## config.mk

```make
export PLATFORM = sky130hd
export DESIGN_NAME = rst_seq_gen
export DESIGN_NICKNAME = d
export VERILOG_FILES = /design/src/rtl/rst_seq_gen.sv
export SDC_FILE = /design/constraint.sdc
export NUM_CORES = 1
export LEC_CHECK = 0
export BUFFER_PORTS_ARGS = -buffer_cell sky130_fd_sc_hd__buf_2
export CORE_AREA = 3 3 40 42
export CTS_CLUSTER_SIZE = 8
export DETAILED_ROUTE_END_ITERATION = 12
export DIE_AREA = 0 0 43 45
export GPL_TIMING_DRIVEN = 0
export PLACE_DENSITY = 0.3
export SLEW_MARGIN = 20
export SYNTH_ARGS = -nofsm -noshare
export SYNTH_HDL_FRONTEND = slang
export SYNTH_SLANG_ARGS = --single-unit
```

## constraint.sdc

```tcl
create_clock -name clk -period 2.15 [get_ports clk]
set_clock_uncertainty 0.05 [all_clocks]
set_input_delay 0.43 -clock clk [delete_from_list [all_inputs] [get_ports clk]]
set_output_delay 0.43 -clock clk [all_outputs]
set_load 0.02 [all_outputs]
```

## src/rtl/rst_seq_gen.sv

```systemverilog
// Reset sequencer: holds all channels, then releases them in index order with a fixed stagger.
// Optional RST_SEQ_COUNT_EN adds an 8-bit saturating count of completed sequences (rst_count).
module rst_seq_gen #(
  parameter int ACTIVE_HIGH = 1,
  parameter int CYCLES      = 1,
  parameter int CHANNELS    = 1,
  parameter int STAGGER     = 0
) (
  input  logic                clk,
  input  logic                rst,
  input  logic                trigger_rst,
  output logic [CHANNELS-1:0] rst_out,
  output logic                done
`ifdef RST_SEQ_COUNT_EN
  ,
  output logic [7:0]          rst_count
`endif
);

  localparam logic [1:0] S_HOLD    = 2'd0;
  localparam logic [1:0] S_RELEASE = 2'd1;
  localparam logic [1:0] S_RUN     = 2'd2;

  localparam int HC_W = $clog2(CYCLES + 1);
  localparam int ST_W = (STAGGER > 0) ? $clog2(STAGGER + 1) : 1;
  localparam int CH_W = (CHANNELS > 1) ? $clog2(CHANNELS) : 1;

  localparam logic [HC_W-1:0] HC_LAST = HC_W'(CYCLES - 1);
  localparam logic [ST_W-1:0] ST_LAST = ST_W'((STAGGER > 0) ? STAGGER - 1 : 0);
  localparam logic [CH_W-1:0] CH_LAST = CH_W'(CHANNELS - 1);
  localparam logic [CH_W-1:0] CH_ONE  = CH_W'(1);

  // With no stagger or a single channel everything releases together.
  localparam bit DIRECT = (STAGGER == 0) || (CHANNELS == 1);

  localparam logic ASSERTED = (ACTIVE_HIGH != 0) ? 1'b1 : 1'b0;

  logic [1:0]          state_reg;
  logic [HC_W-1:0]     hold_cnt_reg;
  logic [ST_W-1:0]     stag_cnt_reg;
  logic [CH_W-1:0]     ch_idx_reg;
  logic [CHANNELS-1:0] rst_out_reg;
  logic                done_reg;

  logic [CHANNELS-1:0] ch_sel;
  logic                hold_hit;
  logic                stag_hit;
  logic                run_enter;

  // One-hot select of the channel due to release next.
  generate
    for (genvar gi = 0; gi < CHANNELS; gi++) begin : g_sel
      assign ch_sel[gi] = (ch_idx_reg == CH_W'(gi));
    end
  endgenerate

  assign hold_hit  = (state_reg == S_HOLD) && (hold_cnt_reg == HC_LAST);
  assign stag_hit  = (state_reg == S_RELEASE) && (stag_cnt_reg == ST_LAST);
  assign run_enter = !rst && !trigger_rst &&
                     ((hold_hit && DIRECT) || (stag_hit && (ch_idx_reg == CH_LAST)));

  always_ff @(posedge clk) begin
    if (rst || trigger_rst) begin
      state_reg    <= S_HOLD;
      hold_cnt_reg <= '0;
      stag_cnt_reg <= '0;
      ch_idx_reg   <= '0;
      rst_out_reg  <= {CHANNELS{ASSERTED}};
      done_reg     <= 1'b0;
    end else begin
      case (state_reg)
        S_HOLD: begin
          if (hold_hit) begin
            hold_cnt_reg <= '0;
            stag_cnt_reg <= '0;
            if (DIRECT) begin
              rst_out_reg <= {CHANNELS{~ASSERTED}};
              done_reg    <= 1'b1;
              state_reg   <= S_RUN;
            end else begin
              rst_out_reg[0] <= ~ASSERTED;
              ch_idx_reg     <= CH_ONE;
              state_reg      <= S_RELEASE;
            end
          end else begin
            hold_cnt_reg <= hold_cnt_reg + 1'b1;
          end
        end
        S_RELEASE: begin
          if (stag_hit) begin
            stag_cnt_reg <= '0;
            rst_out_reg  <= ASSERTED ? (rst_out_reg & ~ch_sel) : (rst_out_reg | ch_sel);
            ch_idx_reg   <= ch_idx_reg + 1'b1;
            if (run_enter) begin
              done_reg  <= 1'b1;
              state_reg <= S_RUN;
            end
          end else begin
            stag_cnt_reg <= stag_cnt_reg + 1'b1;
          end
        end
        S_RUN: begin
          state_reg <= S_RUN;
        end
        default: begin
          state_reg <= S_HOLD;
        end
      endcase
    end
  end

  assign rst_out = rst_out_reg;
  assign done    = done_reg;

`ifdef RST_SEQ_COUNT_EN
  logic [7:0] rst_count_reg;

  // Only rst clears the count; re-triggered sequences keep accumulating.
  always_ff @(posedge clk) begin
    if (rst) begin
      rst_count_reg <= 8'd0;
    end else if (run_enter && (rst_count_reg != 8'hff)) begin
      rst_count_reg <= rst_count_reg + 8'd1;
    end
  end

  assign rst_count = rst_count_reg;
`endif

endmodule
```

==> impl_metrics.py <==
metrics = {
    "setup_path": {
        "reg2regPathDepth": 2,
        "required_ns": 1.67,
        "crit_type": "reg2out",
        "worstReg2RegStart": "state_reg[1]",
        "reg2reg_to": "done",
        "crit_buf_inv": 1,
        "crit_path_top_delay_cell": "dfxtp_1",
        "path_max_fanout": 2,
        "path_cells": "buf_2",
        "slowest_delay_ns": 0.32,
        "worst_ep_arrival_time_ns": 0.71,
        "end_kind": "output port",
        "r2r_slack_ns": 1.42,
        "cp-start-kind": "flop",
        "path_delay_family": "flip-flops",
    },
    "floorplanning": {
        "die-area_sq_um": 1940,
        "io_pins": 5,
        "die_h_um": 45,
        "start_util": 0.0974,
        "die_w_um": 43,
        "row_count": 13,
        "fp.coreArea_sq_um": 1280,
    },
    "grt": {
        "grt_max_degree": 5,
        "grt_pass1_vias": 87,
        "antenna_found_initial": 0,
        "globalRouteTotalUtil": 0.0350,
        "gr-total-overflow": 0,
        "grt_pass1_wl_um": 372,
    },
    "route": {
        "ant_nets": 0,
        "drc": 0,
        "wirelength_um": 227,
        "drt_iter0_drc": 0,
        "viasPerCell": 2.97,
        "vias": 101,
        "avgRoutedWirePerCell_um": 6.68,
        "drtPass1Iterations": 1,
    },
    "clock_network": {
        "post_cts_buffers": 0,
        "clockRootBuffer": "clkbuf_4",
        "ctsHoldBuffers": 0,
        "clock-sinks": 4,
        "htree_levels": 1,
        "ctsResizeCount": 0,
        "cts_tree": "built",
        "cts_buffer_depth": 2,
        "insertion_delay_ns": 0.23,
        "cts_buffers": 3,
        "path_clk_slew_ns": 0.04,
    },
    "min_path": {
        "holdPathStages": 3,
        "holdCritPathClass": "in2reg",
        "worst_hold_path.endpoint": "rst_out",
        "min_from": "rst",
    },
    "yosys": {
        "postSynth.asyncResetShare": 0,
        "syn-instance-count": 12,
        "synth_largest_area_cell": "dfxtp_1",
        "ys_top_cells_by_area": "dfxtp_1 (64%), a21boi_1 (6.0%), and3_2 (6.0%), o21a_1 (6.0%), nor2_2 (5.0%)",
        "yosysSeqAreaShare": 0.640,
        "synth_top_cell_area_share": 0.640,
        "syn_avg_cell_area_sq_um": 10.4,
        "synthFlopType": "dfxtp_1",
        "yosysUniqueCellTypes": 9,
        "synth_fp_nets": 15,
        "ys_ff_latch": 4,
        "synth_area_sq_um": 125,
        "synth_most_common_cell": "dfxtp_1",
        "synth-edff-count": 0,
        "yosysWarningCount": 0,
    },
    "timing": {
        "fin_crit_sh": 0.552,
        "worstMarginPinSlew_ns": 0.152,
        "report.final.setup_viol": 0,
        "fin_ws_ns": 0.963,
        "relSlewSlack": 0.899,
        "rsz0062_at_grt": "false",
        "max_freq_ghz": 0.842,
        "finalSetupTns_ns": 0,
        "drv_slew": 0,
        "period_needed_ns": 1.19,
        "finalHoldViolCount": 0,
    },
    "status": {
        "run_status": "finished clean",
    },
    "power_and_ir_drop": {
        "p_seq_frac": 0.439,
        "power_frac_comb": 0.062,
        "peakVddDrop_uv": 241,
        "switching_share": 0.200,
        "finalPower_w": 0.000181,
        "p_switching_w": 0.0000362,
        "p_per_area_nw_per_um2": 973,
        "p_leak_nw": 0.0819,
        "clockPowerShare": 0.500,
        "p_int_w": 0.000145,
    },
    "finish": {
        "final_cell_area_sq_um": 186,
        "area_growth_pct": 49.0,
        "drive_gt1_frac": 0.474,
        "fin_nets": 24,
        "diodes": 0,
    },
    "placed_design": {
        "dpl-instance-area_sq_um": 164,
        "dpl_worst_slack_ns": 1.15,
        "numPortBuffers": 4,
        "routabilityCongestion": 0.504,
        "dp_hpwl_um": 171,
    },
    "run": {
        "drv_cap": 0,
    },
}
-- per-layer routing --
metal	vias up	GRT usage	wire, um
li1	54	-	-
met1	40	0.0337	115
met2	7	0.0180	62
met3	0	0.0637	49
met4	0	0.0361	0
met5	-	0	0
-- worst max-delay path by stage --
stage,slack (ns),start,end,depth (start not counted)
global route,0.92,done,done,1
detailed placement,1.15,trigger_rst,state_reg[1],3
global placement,1.17,trigger_rst,hold_cnt_reg,3
CTS,0.94,done,done,1
floorplan,1.26,done,done,0
finish,0.96,done,done,1
-- power groups by stage --
stage	Combinational, W	Sequential, W	Clock [W]
2_1_floorplan	0.00000395	0.0000831	0
4_1_cts	0.0000115	0.0000796	0.0000968
3_5_place_dp	0.0000115	0.0000807	0
6_report	0.0000112	0.0000796	0.0000906
5_1_grt	0.0000122	0.0000798	0.000103
3_3_place_gp	0.0000114	0.0000806	0
-- final cells by class --
type	instances	area, sq um
Clock buffer	3	22.5
Fill cell	142	1100
Inverter	1	3.75
Multi-Input combinational cell	7	41.3
Sequential cell	4	80.1
Tap cell	15	18.8
Timing Repair Buffer	4	20.0
-- per-stage QoR --
stage / hold WS, ns / util / instances
floorplan: 0.391 / - / 12
global route: 0.344 / 0.145 / 34
global placement: 0.401 / 0.128 / 31
finish: 0.348 / 0.145 / 34
detailed placement: 0.405 / 0.128 / 31
CTS: 0.341 / 0.145 / 34
-- placed cells by master (no fill, tap or decap) --
master | Yosys | routed
a21boi_1 | 1 | 1
buf_2 | 0 | 4
dfxtp_1 | 4 | 4
nor2_1 | 1 | 1
inv_1 | 1 | 1
clkbuf_4 | 0 | 3
nor2_2 | 1 | 1
and3_2 | 1 | 1
o21a_1 | 1 | 1
o21ai_0 | 1 | 1
nand2_1 | 1 | 1
-- cell families (layout without fill, tap and decap cells) --
kind of cell,after synthesis,in the layout,share of synthesized area
buffers and inverters,1,8,0.0300
AND/OR/NAND/NOR,4,4,0.170
AO/OA/AOI/OAI,3,3,0.160
flip-flops,4,4,0.640
Note: power is estimated with default switching activity, not from simulation.
